### src/rtl/tlv2548_pkg.sv
// Shared definitions for the TLV2548 scan sequencer: opcodes, FSM states,
// result width and small command helpers.
package tlv2548_pkg;

  localparam int RES_W  = 12;
  localparam int NUM_CH = 8;

  // Upper nibble of the 16-bit command word. Select-channel uses bit 15 = 0
  // and carries the channel number in bits 14:12.
  localparam logic [3:0] CMD_SEL     = 4'b0000;
  localparam logic [3:0] CMD_CFR_WR  = 4'hA;
  localparam logic [3:0] CMD_CFR_RD  = 4'h9;
  localparam logic [3:0] CMD_FIFO_RD = 4'hE;
  localparam logic [3:0] CMD_HW_DEF  = 4'hF;

  typedef enum logic [2:0] {
    CFG_SEND, CFG_WAIT, GAP, IDLE, CH_SEND, CH_WAIT, FLUSH_SEND, FLUSH_WAIT
  } state_e;

  // Lowest enabled channel; 0 when the mask is empty.
  function automatic logic [2:0] first_ch(input logic [NUM_CH-1:0] mask);
    first_ch = 3'd0;
    for (int i = NUM_CH - 1; i >= 0; i--)
      if (mask[i]) first_ch = 3'(i);
  endfunction

  // Select-channel frame for channel ch.
  function automatic logic [15:0] sel_cmd(input logic [2:0] ch);
    sel_cmd = {CMD_SEL[3], ch, 12'h000};
  endfunction

endpackage

### src/rtl/tlv2548_ch_pick.sv
// Next-enabled-channel priority encoder: finds the lowest enabled channel
// strictly above cur_i. last_o flags that no such channel exists.
module tlv2548_ch_pick
  import tlv2548_pkg::*;
(
  input  logic [NUM_CH-1:0] mask_i,
  input  logic [2:0]        cur_i,
  output logic [2:0]        nxt_o,
  output logic              last_o
);

  // Scan from the top down so the lowest qualifying channel wins.
  always_comb begin
    nxt_o  = cur_i;
    last_o = 1'b1;
    for (int i = NUM_CH - 1; i >= 0; i--) begin
      if (mask_i[i] && (3'(i) > cur_i)) begin
        nxt_o  = 3'(i);
        last_o = 1'b0;
      end
    end
  end

endmodule

### src/rtl/tlv2548_seq.sv
// TLV2548 scan sequencer: writes the CFR after reset, then on request walks
// the enabled channels, re-aligning the one-frame-late ADC results to their
// channel numbers.
module tlv2548_seq
  import tlv2548_pkg::*;
#(
  parameter logic [11:0]       P_CFR     = 12'h0C0,
  parameter logic [NUM_CH-1:0] P_CH_MASK = 8'hFF,
  parameter int                P_GAP     = 4,
  parameter int                P_TIMEOUT = 4096
) (
  input  logic             i_clk,
  input  logic             i_rst,
  input  logic             i_start,
  input  logic             i_continuous,
  output logic [15:0]      o_tx_data,
  output logic             o_tx_en,
  input  logic             i_tx_ready,
  input  logic [RES_W-1:0] i_rx_data,
  input  logic             i_rx_valid,
  output logic [RES_W-1:0] o_data,
  output logic [2:0]       o_ch,
  output logic             o_valid,
  output logic             o_busy,
  output logic             o_cfg_done,
  output logic             o_err
);

  localparam int              CW       = $clog2(P_TIMEOUT + P_GAP + 1) + 1;
  localparam logic [CW-1:0]   TMO_LAST = CW'(P_TIMEOUT - 1);
  localparam logic [CW-1:0]   GAP_LAST = CW'(P_GAP - 1);
  localparam logic [2:0]      FIRST_CH = first_ch(P_CH_MASK);

  state_e           state_q, gap_nxt_q;
  logic [CW-1:0]    cnt_q;        // timeout counter in *_WAIT, gap counter in GAP
  logic [2:0]       cur_ch_q;     // channel of the frame being sent / in flight
  logic [2:0]       prev_ch_q;    // channel whose result the next rx carries
  logic             first_q;      // next CH result is the stale one to discard
  logic [15:0]      tx_data_q;
  logic             tx_en_q, valid_q, busy_q, cfg_done_q, err_q;
  logic [RES_W-1:0] data_q;
  logic [2:0]       ch_q;
  logic [2:0]       pick_nxt;
  logic             pick_last, tmo;

  tlv2548_ch_pick u_pick (
    .mask_i (P_CH_MASK),
    .cur_i  (cur_ch_q),
    .nxt_o  (pick_nxt),
    .last_o (pick_last)
  );

  assign tmo = (cnt_q == TMO_LAST);

  // Sequencer FSM with registered outputs; GAP always sits between frames
  // and gap_nxt_q remembers where to go once it expires.
  always_ff @(posedge i_clk or posedge i_rst) begin
    if (i_rst) begin
      state_q    <= CFG_SEND;
      gap_nxt_q  <= IDLE;
      cnt_q      <= '0;
      cur_ch_q   <= FIRST_CH;
      prev_ch_q  <= FIRST_CH;
      first_q    <= 1'b1;
      tx_data_q  <= '0;
      tx_en_q    <= 1'b0;
      data_q     <= '0;
      ch_q       <= '0;
      valid_q    <= 1'b0;
      busy_q     <= 1'b0;
      cfg_done_q <= 1'b0;
      err_q      <= 1'b0;
    end else begin
      tx_en_q <= 1'b0;
      valid_q <= 1'b0;
      case (state_q)
        CFG_SEND: begin
          busy_q <= 1'b1;
          if (i_tx_ready) begin
            tx_en_q   <= 1'b1;
            tx_data_q <= {CMD_CFR_WR, P_CFR};
            cnt_q     <= '0;
            state_q   <= CFG_WAIT;
          end
        end
        CFG_WAIT: begin
          if (i_rx_valid) begin
            cfg_done_q <= 1'b1;
            gap_nxt_q  <= IDLE;
            cnt_q      <= '0;
            state_q    <= GAP;
          end else if (tmo) begin
            err_q     <= 1'b1;
            gap_nxt_q <= CFG_SEND;   // retry the configuration write
            cnt_q     <= '0;
            state_q   <= GAP;
          end else begin
            cnt_q <= cnt_q + 1'b1;
          end
        end
        GAP: begin
          if (cnt_q == GAP_LAST) begin
            cnt_q   <= '0;
            state_q <= gap_nxt_q;
            if (gap_nxt_q == IDLE) busy_q <= 1'b0;
          end else begin
            cnt_q <= cnt_q + 1'b1;
          end
        end
        IDLE: begin
          if (i_start && (P_CH_MASK != '0)) begin
            err_q    <= 1'b0;
            busy_q   <= 1'b1;
            cur_ch_q <= FIRST_CH;
            first_q  <= 1'b1;
            state_q  <= CH_SEND;
          end
        end
        CH_SEND: begin
          if (i_tx_ready) begin
            tx_en_q   <= 1'b1;
            tx_data_q <= sel_cmd(cur_ch_q);
            cnt_q     <= '0;
            state_q   <= CH_WAIT;
          end
        end
        CH_WAIT: begin
          if (i_rx_valid) begin
            if (!first_q) begin
              valid_q <= 1'b1;
              data_q  <= i_rx_data;
              ch_q    <= prev_ch_q;
            end
            first_q   <= 1'b0;
            prev_ch_q <= cur_ch_q;
            if (pick_last) begin
              gap_nxt_q <= FLUSH_SEND;
            end else begin
              cur_ch_q  <= pick_nxt;
              gap_nxt_q <= CH_SEND;
            end
            cnt_q   <= '0;
            state_q <= GAP;
          end else if (tmo) begin
            err_q     <= 1'b1;
            gap_nxt_q <= IDLE;
            cnt_q     <= '0;
            state_q   <= GAP;
          end else begin
            cnt_q <= cnt_q + 1'b1;
          end
        end
        FLUSH_SEND: begin
          // Dummy select only clocks out the last channel's result.
          if (i_tx_ready) begin
            tx_en_q   <= 1'b1;
            tx_data_q <= sel_cmd(FIRST_CH);
            cnt_q     <= '0;
            state_q   <= FLUSH_WAIT;
          end
        end
        FLUSH_WAIT: begin
          if (i_rx_valid) begin
            valid_q <= 1'b1;
            data_q  <= i_rx_data;
            ch_q    <= prev_ch_q;
            if (i_continuous) begin
              cur_ch_q  <= FIRST_CH;
              first_q   <= 1'b1;
              gap_nxt_q <= CH_SEND;
            end else begin
              gap_nxt_q <= IDLE;
            end
            cnt_q   <= '0;
            state_q <= GAP;
          end else if (tmo) begin
            err_q     <= 1'b1;
            gap_nxt_q <= IDLE;
            cnt_q     <= '0;
            state_q   <= GAP;
          end else begin
            cnt_q <= cnt_q + 1'b1;
          end
        end
        default: state_q <= IDLE;
      endcase
    end
  end

  assign o_tx_data  = tx_data_q;
  assign o_tx_en    = tx_en_q;
  assign o_data     = data_q;
  assign o_ch       = ch_q;
  assign o_valid    = valid_q;
  assign o_busy     = busy_q;
  assign o_cfg_done = cfg_done_q;
  assign o_err      = err_q;

endmodule

### config.mk
export PLATFORM = sky130hd
export DESIGN_NAME = tlv2548_seq
export DESIGN_NICKNAME = d
export VERILOG_FILES = /design/src/rtl/tlv2548_pkg.sv /design/src/rtl/tlv2548_ch_pick.sv /design/src/rtl/tlv2548_seq.sv
export SDC_FILE = /design/constraint.sdc
export NUM_CORES = 1
export LEC_CHECK = 0
export CORE_MARGIN = 1
export CORE_UTILIZATION = 51
export CTS_CLUSTER_DIAMETER = 200
export DETAILED_ROUTE_END_ITERATION = 16
export GPL_TIMING_DRIVEN = 0
export PLACE_DENSITY = 0.79
export SYNTH_ARGS = -nofsm -noshare
export SYNTH_HDL_FRONTEND = slang
export SYNTH_SLANG_ARGS = --single-unit
### constraint.sdc
create_clock -name i_clk -period 1.91 [get_ports i_clk]
set_input_delay 0.2865 -clock i_clk [delete_from_list [all_inputs] [get_ports i_clk]]
set_output_delay 0.2865 -clock i_clk [all_outputs]
set_load 0.01 [all_outputs]
== Word-level counts from Yosys, hierarchy flattened ==
Index checks and enable logic that the tools add are counted.
Word-level totals
  register bits: 63
  bits of input ports: 18
  output and inout port bits: 36
Operators by class
  add/sub/neg operators: 1
  magnitude comparators: 8
  equal/unequal tests: 27
  muxes and demuxes: 73
  reductions and logical operators: 21
Operator list (count)
  3-bit 2-to-1 mux: 29
  14-bit 2-to-1 mux: 4
  16-bit 2-to-1 mux: 3
  16-bit case mux with 3 select lines: 1
  14-bit case mux with 3 select lines: 1
  12-bit 2-to-1 mux: 3
  2-bit inequality test (second input constant): 12
  12-bit case mux with 2 select lines: 1
  1-bit 2-to-1 mux: 22
  3-bit case mux with 3 select lines: 2
  3-bit case mux with 6 select lines: 1
  4-bit AND reduction: 4
  3-bit nonzero test: 5
  14-bit by 1-bit adder with 14-bit output (second input constant): 1
  14-bit by 12-bit equality test with 1-bit output (second input constant): 1
  14-bit by 2-bit equality test with 1-bit output (second input constant): 1
  3-bit equality test (second input constant): 4
  3-bit greater-than comparator (first input constant): 4
  3-bit by 2-bit equality test with 1-bit output (second input constant): 3
  9-bit by 1-bit inequality test with 1-bit output (second input constant): 1
  2-bit AND reduction: 4
  7-bit AND reduction: 1
  1-bit by 3-bit greater-than comparator with 1-bit output (first input constant): 2
  2-bit by 3-bit greater-than comparator with 1-bit output (first input constant): 2
  13 further kinds: 18

== Longest topological paths before layout ==
Gate-level depths: netlist (run 1).
  word-level depth: 12
  gate-level depth with buffers: 7

== By module ==
From an unflattened synthesis (run 1), not the netlist that was laid out.
Second synthesis, totals
  cells, all modules: 276
  area total of the unflattened synthesis: 2771.4 µm²
By module, submodules not included
  tlv2548_seq: times used 1, cells an instance 240, area an instance 2552.4 µm²
  tlv2548_ch_pick: times used 1, cells an instance 36, area an instance 219.0 µm²

== Worst setup path before layout (run 1) ==
No wires, ideal clock.
  path kind: register to register
  start point: reg cnt_q[0]
  end point: reg state_q[0]
  library setup time: 0.124 ns
  arrival time: 1.565 ns
  data required time: 1.786 ns
  slack: 0.221 ns
  stages on the path, launching flop included: 7
  period minus slack after synthesis: 1.689 ns
  cells stage by stage: dfrtp_1 > ha_1 > nor4b_1 > and4_1 > a21oi_2 > nor4_1 > a211o_1
On the way
  word-level cells in the longest chain between the ends: 3
RTL lines
  start: declaration: line tlv2548_seq.sv:35  | logic [CW-1:0] cnt_q;
  start signal: assignment: line tlv2548_seq.sv:98  | cnt_q <= cnt_q + 1'b1;
  start signal: assignment: line tlv2548_seq.sv:107  | cnt_q <= cnt_q + 1'b1;
  start signal: assignment: line tlv2548_seq.sv:150  | cnt_q <= cnt_q + 1'b1;
  14-bit by 12-bit equality test with 1-bit output or 14-bit by 2-bit equality test with 1-bit output (tied branches): line tlv2548_seq.sv:53, tlv2548_seq.sv:102
  3-bit by 1-bit inequality test with 1-bit output (no source line) or 2-bit inequality test (tied branches)
  6-bit AND reduction (no source line) (*)
  end signal: assignment: line tlv2548_seq.sv:104  | state_q <= gap_nxt_q;
  end: declaration: line tlv2548_seq.sv:34  | state_e state_q, gap_nxt_q;
Mark *: on every way between the ends. The rest lies on a longest branch, timed or not.
A chain may end at the register's enable or synchronous reset.

== Worst setup path in the final report (run 1) ==
  start point: reg cnt_q[0]
  end point: reg busy_q, in the netlist o_busy
On the way
  word-level cells in the longest chain between the ends: 3
RTL lines
  14-bit by 2-bit equality test with 1-bit output: line tlv2548_seq.sv:102  | if (cnt_q == GAP_LAST) begin
  2-bit inequality test (no source line)
  4-bit AND reduction (no source line)
  end signal: assignment: line tlv2548_seq.sv:78  | busy_q <= 1'b1;
  end signal: assignment: line tlv2548_seq.sv:105  | if (gap_nxt_q == IDLE) busy_q <= 1'b0;
  end signal: assignment: line tlv2548_seq.sv:113  | busy_q <= 1'b1;
  end: declaration: line tlv2548_seq.sv:40  | logic tx_en_q, valid_q, busy_q, cfg_done_q, err_q;
No other way between the ends.

==> results of run 1 <==
[report_power, final]
| group | switching, mW | total [mW] | internal (mW) | leakage, nW |
|---|---|---|---|---|
| Sequential | 0.227 | 1.65 | 1.42 | 0.654 |
| Clock | 0.369 | 0.665 | 0.296 | 0.0474 |
| Combinational | 1.10 | 2.14 | 1.04 | 0.774 |
| Total | 1.70 | 4.45 | 2.75 | 1.48 |
[final cells by class]
cell class | instances | area [um2]
clock buffer | 6 | 82.58
sequential | 51 | 1280
timing repair buffer | 48 | 480.5
multi-input combinational | 191 | 1303
buffer | 23 | 148.9
fill | 422 | 1647
inverter | 8 | 30.03
clock inverter | 2 | 16.27
tap | 70 | 87.58
[cell usage in the layout, fill, tap and decap left out, types with 3 or more instances in the layout]
master / instances
a21oi_1: 11
a31oi_1: 4
and3_1: 3
buf_2: 4
buf_4: 19
clkbuf_1: 3
clkbuf_8: 6
clkdlybuf4s50_1: 43
conb_1: 10
dfrtp_1: 48
dfstp_2: 3
inv_1: 6
mux2_2: 19
nand2_1: 30
nand2b_1: 4
nand3_1: 8
nor2_1: 23
nor2b_1: 3
nor3_1: 11
o211ai_1: 5
o21a_1: 3
o21ai_0: 11
o21ai_1: 5
[sequential cells by signal (all words and copies together), names as in the netlist, 3 cells and up]
| name | count |
|---|---|
| cnt_q | 14 |
| cur_ch_q | 3 |
| gap_nxt_q | 3 |
| o_ch | 3 |
| o_data | 12 |
| o_tx_data | 4 |
| prev_ch_q | 3 |
| state_q | 3 |
[worst max-delay path by stage]
stage,start,cells past startpoint,to,slack (ps)
2_1_floorplan,cnt_q[0],6,state_q[0],220
3_3_place_gp,i_rst,2,state_q[1],-570
3_5_place_dp,i_rx_valid,5,o_data[4],-310
4_1_cts,i_rx_valid,5,o_data[4],20
5_1_grt,cnt_q[0],7,cnt_q[7],30
6_report,cnt_q[0],6,o_busy,110
[what timing repair did]
action / CTS / global route
endpoints found under the setup margin: 8 / 21
resized for setup: 0 / 10
buffers inserted: 0 / 4
pin swaps: 1 / 4
[logic make-up after synthesis]
group / Yosys count / share of synthesized area [%]
and+or+nand+nor: 103 / 20.99
buffers and inverters: 31 / 6.685
DFF: 51 / 47.83
adders and majority gates: 1 / 0.4674
AOI/OAI and AO/OA: 55 / 14.12
muxes: 22 / 9.771
other: 1 / 0.1401
[metal layers]
layer  track usage [%]  up-vias  share of wire, %
met3             4.201        7               5.4
met4             6.499        0               1.3
met5                 0        -                 0
met1             31.55     1029                44
li1                  -     1043                 -
met2             36.14       68                49
[through the flow]
step	cell area [um2]	worst slack [ps]	util (%)	hold slack, ps	setup TNS, ps
2_1_floorplan	2710	221.5	-	438.1	0
3_3_place_gp	3228	-574.6	63.61	466.7	-30920
3_5_place_dp	3248	-314.7	64.00	478.8	-3354
4_1_cts	3347	19.44	65.95	368.2	0
5_1_grt	3428	26.83	67.55	383.0	0
6_report	3428	105.1	67.55	355.4	0
[critical path, delay by kind of cell (launching register included)]
family / cells / cell delay [ps]
AOI/OAI and AO/OA: 3 / 500
DFF: 1 / 430
and+or+nand+nor: 2 / 540
adders and majority gates: 1 / 200
==> run summary, run 1 <==
P&R area growth vs syn: 28.10%
clock sink count: 51
CTS tree: built
Critical Path RT: 2090 ps
first-pass GRT wire length: 9487 um
Yosys top cell area share: 44.88%
CTS clk-pin slew, worst paths: 90 ps
die width: 74.44 um
Synth Instances: 264
area leader, netlist: dfrtp_1
Critical Path Max Stage Delay: 430 ps
worst-path maximum fanout: 6
hpwl dp: 4114 um
Startpoint Class: register
WP data arrival: 1990 ps
DRC: 0
Cell Rows: 26
mapped cell area: 2676 um2
Slowest cell on crit path: dfrtp_1
Mean Syn Cell Area: 10.14 um2
die height: 74.44 um
time the worst path needs with I/O delays and setup: 1805 ps
I/O Buffers: 43
grt ovf: 0
reg-to-reg startpoint: cnt_q[0]
# hold bufs at CTS: 0
Synth top cells by count: dfrtp_1, nand2_1, nor2_1
Clock Latency Late Sink: 310 ps
RSZ-0062 raised after global routing: false
initial antenna violation count: 0
Max Cap Viol: 0
status: finished clean
count leader, synth: dfrtp_1
Worst Reg2Reg Path Length in Cells: 6
vias per cell: 5.381
r2r endpoint: o_busy
register bit total from synthesis: 51
I/O Pins: 54
core area: 5075 um2
critical path type: reg2reg
antenna-violating nets left: 0
clock root cell: clkbuf_8
Pwr Total: 4.450 mW
Rel. slew slack: 62.54%
Via Count: 2147
Cell Pwr Density: 1298 nW/um2
crit path capture type: register
CP Cell Sequence: ha_4 > nor4b_1 > and4_4 > a21oi_4 > o41ai_2 > a2bb2oi_1
Netlist cell types: 53
deepest level of the CTS H-tree: 2
clock buffer count from CTS: 5
final WL: 5691 um
Synth Flop Type: dfrtp_1
Slew @ Worst Pin: 561.1 ps
# setup viols final: 0
Layout Nets: 347
clock buffer depth: 2
initial drt markers: 109
GRT Util Overall: 22.60%
HP Class: in2async
Final Skew: 14.06 ps
Yosys warnings: 0
Die ar.: 5541 um2
Pleak: 1.476 nW
Synth area leaders: dfrtp_1, mux2_2, buf_4
final non-filler cell total: 399
fmax: 0.5540 GHz
RePlAce Congestion: 0.9258
count of flip-flops with a built-in enable after synthesis: 0
WL/cell: 14.26 um
Reg2Reg Setup Slack: 110 ps
Worst VDD drop: 0.8290 mV
fraction of layout cells with a size suffix above 1: 23.71%
placed cell count: 387
Initial Util: 52.74%
ys async rst share: 100.0%
vias in the first global route: 1987
ratio of final minimum period to clock period: 94.50%
antenna cells: 0
Fin. Hold Viols: 0
largest net degree at the start of global routing: 27
Slew Viols, Final: 0
DRT Pass-1 Iters: 4
register area share after synthesis: 47.83%
Power figures use the tool's default switching activity.
==> inputs of run 2 (changes only) <==
CAP_MARGIN = 20   (was default)
==> results of run 2 <==
Final layout, timing and power as in run 1 (identical DEF).
==> inputs of run 3 (changes only) <==
--- a/config.mk
+++ b/config.mk
@@ -13,4 +13,5 @@
 export GPL_TIMING_DRIVEN = 0
 export PLACE_DENSITY = 0.79
+export REMOVE_ABC_BUFFERS = 1
 export SYNTH_ARGS = -nofsm -noshare
 export SYNTH_HDL_FRONTEND = slang
==> constraint.sdc (replaced) <==
create_clock -name i_clk -period 1.91 [get_ports i_clk]
set_input_delay 0.4775 -clock i_clk [delete_from_list [all_inputs] [get_ports i_clk]]
set_output_delay 0.4775 -clock i_clk [all_outputs]
set_load 0.01 [all_outputs]
==> run summary, run 3 (same netlist as run 1, synthesis figures left out) <==
# hold bufs at CTS: 0 (unchanged)
die width: 74.44 um (unchanged)
Cell Pwr Density: 1357 nW/um2 (was 1298 nW/um2)
Clock Latency Late Sink: 300 ps (was 310 ps)
initial antenna violation count: 0 (unchanged)
Pleak: 1.410 nW (was 1.476 nW)
worst-path maximum fanout: 8 (was 6)
Initial Util: 52.74% (unchanged)
RePlAce Congestion: 0.8020 (was 0.9258)
WL/cell: 14.81 um (was 14.26 um)
Largest register FFs: 14 (unchanged)
largest net degree at the start of global routing: 38 (was 27)
Critical Path RT: 2090 ps (about the same)
first-pass GRT wire length: 8811 um (was 9487 um)
DRC: 0 (unchanged)
Slew Viols, Final: 0 (unchanged)
final WL: 5643 um (was 5691 um)
most common cell after layout, fill and taps aside: dfrtp_1 (unchanged)
clock root cell: clkbuf_8 (unchanged)
antenna-violating nets left: 0 (unchanged)
Critical Path Max Stage Delay: 440 ps (was 430 ps)
HP Class: in2async (unchanged)
initial drt markers: 246 (was 109)
P&R area growth vs syn: 25.11% (was 28.10%)
time the worst path needs with I/O delays and setup: 1844 ps (was 1805 ps)
GRT Util Overall: 20.80% (was 22.60%)
# setup viols final: 0 (unchanged)
Max Cap Viol: 0 (unchanged)
die height: 74.44 um (unchanged)
Slew @ Worst Pin: 543.4 ps (was 561.1 ps)
final setup margin: 66.32 ps (was 105.1 ps)
Worst VDD drop: 0.7938 mV (was 0.8290 mV)
CTS clk-pin slew, worst paths: 100 ps (was 90 ps)
fillers: 400 (was 422)
vias in the first global route: 1899 (was 1987)
antenna cells: 0 (unchanged)
most frequent cells in the layout: dfrtp_1, clkdlybuf4s50_1, nand2_1 (unchanged)
reg-to-reg startpoint: cnt_q[12] (was cnt_q[0])
clock buffer depth: 2 (unchanged)
fin util: 65.98% (was 67.55%)
grt ovf: 0 (unchanged)
Final Skew: 12.73 ps (was 14.06 ps)
dpl ws: -634.1 ps (was -314.7 ps)
Layout Nets: 329 (was 347)
Via Count: 2166 (was 2147)
vias per cell: 5.685 (was 5.381)
setup TNS: 0 ps (unchanged)
CP startpoint: cnt_q[12] (was cnt_q[0])
fmax: 0.5424 GHz (was 0.5540 GHz)
Biggest register: cnt_q (unchanged)
Startpoint Class: register (unchanged)
status: finished clean (unchanged)
crit path capture type: register (unchanged)
cell area after layout: 3348 um2 (was 3428 um2)
Die ar.: 5541 um2 (unchanged)
fraction of layout cells with a size suffix above 1: 21.22% (was 23.71%)
CP Cell Sequence: nand4bb_1 > nor4_4 > nor3_4 > buf_4 > nor2_4 > o211ai_1 (was ha_4 > nor4b_1 > and4_4 > a21oi_4 > o41ai_2 > a2bb2oi_1)
clock sink count: 51 (unchanged)
Cell Rows: 26 (unchanged)
critical path type: reg2reg (unchanged)
Fin. Hold Viols: 0 (unchanged)
CTS tree: built (unchanged)
I/O Pins: 54 (unchanged)
deepest level of the CTS H-tree: 2 (unchanged)
clock buffer count from CTS: 5 (unchanged)
DRT Pass-1 Iters: 4 (unchanged)
WP data arrival: 2020 ps (was 1990 ps)
Placed Instance Area: 3099 um2 (was 3248 um2)
ratio of final minimum period to clock period: 96.53% (was 94.50%)
hpwl dp: 3904 um (was 4114 um)
Rel. slew slack: 63.64% (was 62.54%)
I/O Buffers: 43 (unchanged)
Pwr Total: 4.544 mW (was 4.450 mW)
Slowest cell on crit path: dfrtp_1 (unchanged)
core area: 5075 um2 (unchanged)
run 3: changes by cell type in the layout (fill, tap and decap cells not counted), sizes merged:
| cell | previous run | this run |
|---|---|---|
| clkbuf | 10 | 6 |
| clkinvlp | 1 | 0 |
| bufinv | 0 | 1 |
| clkinv | 1 | 0 |
| inv | 8 | 9 |
| buf | 24 | 10 |
run 3: metrics by stage:
step                      std cells  hold WS, ps
after floorplan                 250        473.6
after global placement          363        450.9
after detailed placement        364        467.2
after CTS                       374        451.6
after global routing            381        468.1
final                           381        436.3
run 3: final timing paths:
check,end,slack [ps],cells past startpoint
setup / recovery,cnt_q[5],70,6
hold / removal,o_tx_data[13],440,2
setup reg to reg,cnt_q[5],70,6
hold reg to reg,o_cfg_done,480,2
max in group asynchronous,gap_nxt_q[0],890,3
min in group i_clk,o_cfg_done,480,2
run 3: cell type report:
class | instances | area, um2 | share of cell area [%]
flip-flops and latches | 51 | 1284 | 38.34
repair buffers | 53 | 530.5 | 15.84
multi-input cells | 191 | 1295 | 38.68
well taps | 70 | 87.58 | 2.616
clock inverters | 2 | 38.79 | 1.158
clock buffers | 6 | 82.58 | 2.466
inverters | 8 | 30.03 | 0.8969
run 3: routing by layer:
metal | vias to the layer above | GRT usage [%] | wire length, um
met1 | 1029 | 28.81 | 2417
met4 | 0 | 5.660 | 95
met3 | 20 | 4.336 | 392
li1 | 1012 | - | -
met5 | - | 0 | 0
met2 | 105 | 33.23 | 2736
run 3: worst max-delay path: cells and delay by family, from the launching register on:
family | cells | cell delay (ps)
AND/OR/NAND/NOR | 4 | 970
flip-flops | 1 | 440
buffers and inverters | 1 | 160
AO/OA/AOI/OAI | 1 | 140
run 3: power breakdown:
group          switching (mW)  internal (mW)  leakage (nW)  total (mW)
registers               0.329           1.43         0.650        1.75
logic                   0.996          0.998         0.698        1.99
clock network           0.365          0.431        0.0618       0.797
run 3: what timing repair did:
action / in CTS / in global routing
cloned: 0 / 0
buffers inserted: 2 / 7
pin swaps: 1 / 3
resized for setup: 3 / 9
endpoints found under the setup margin: 30 / 19
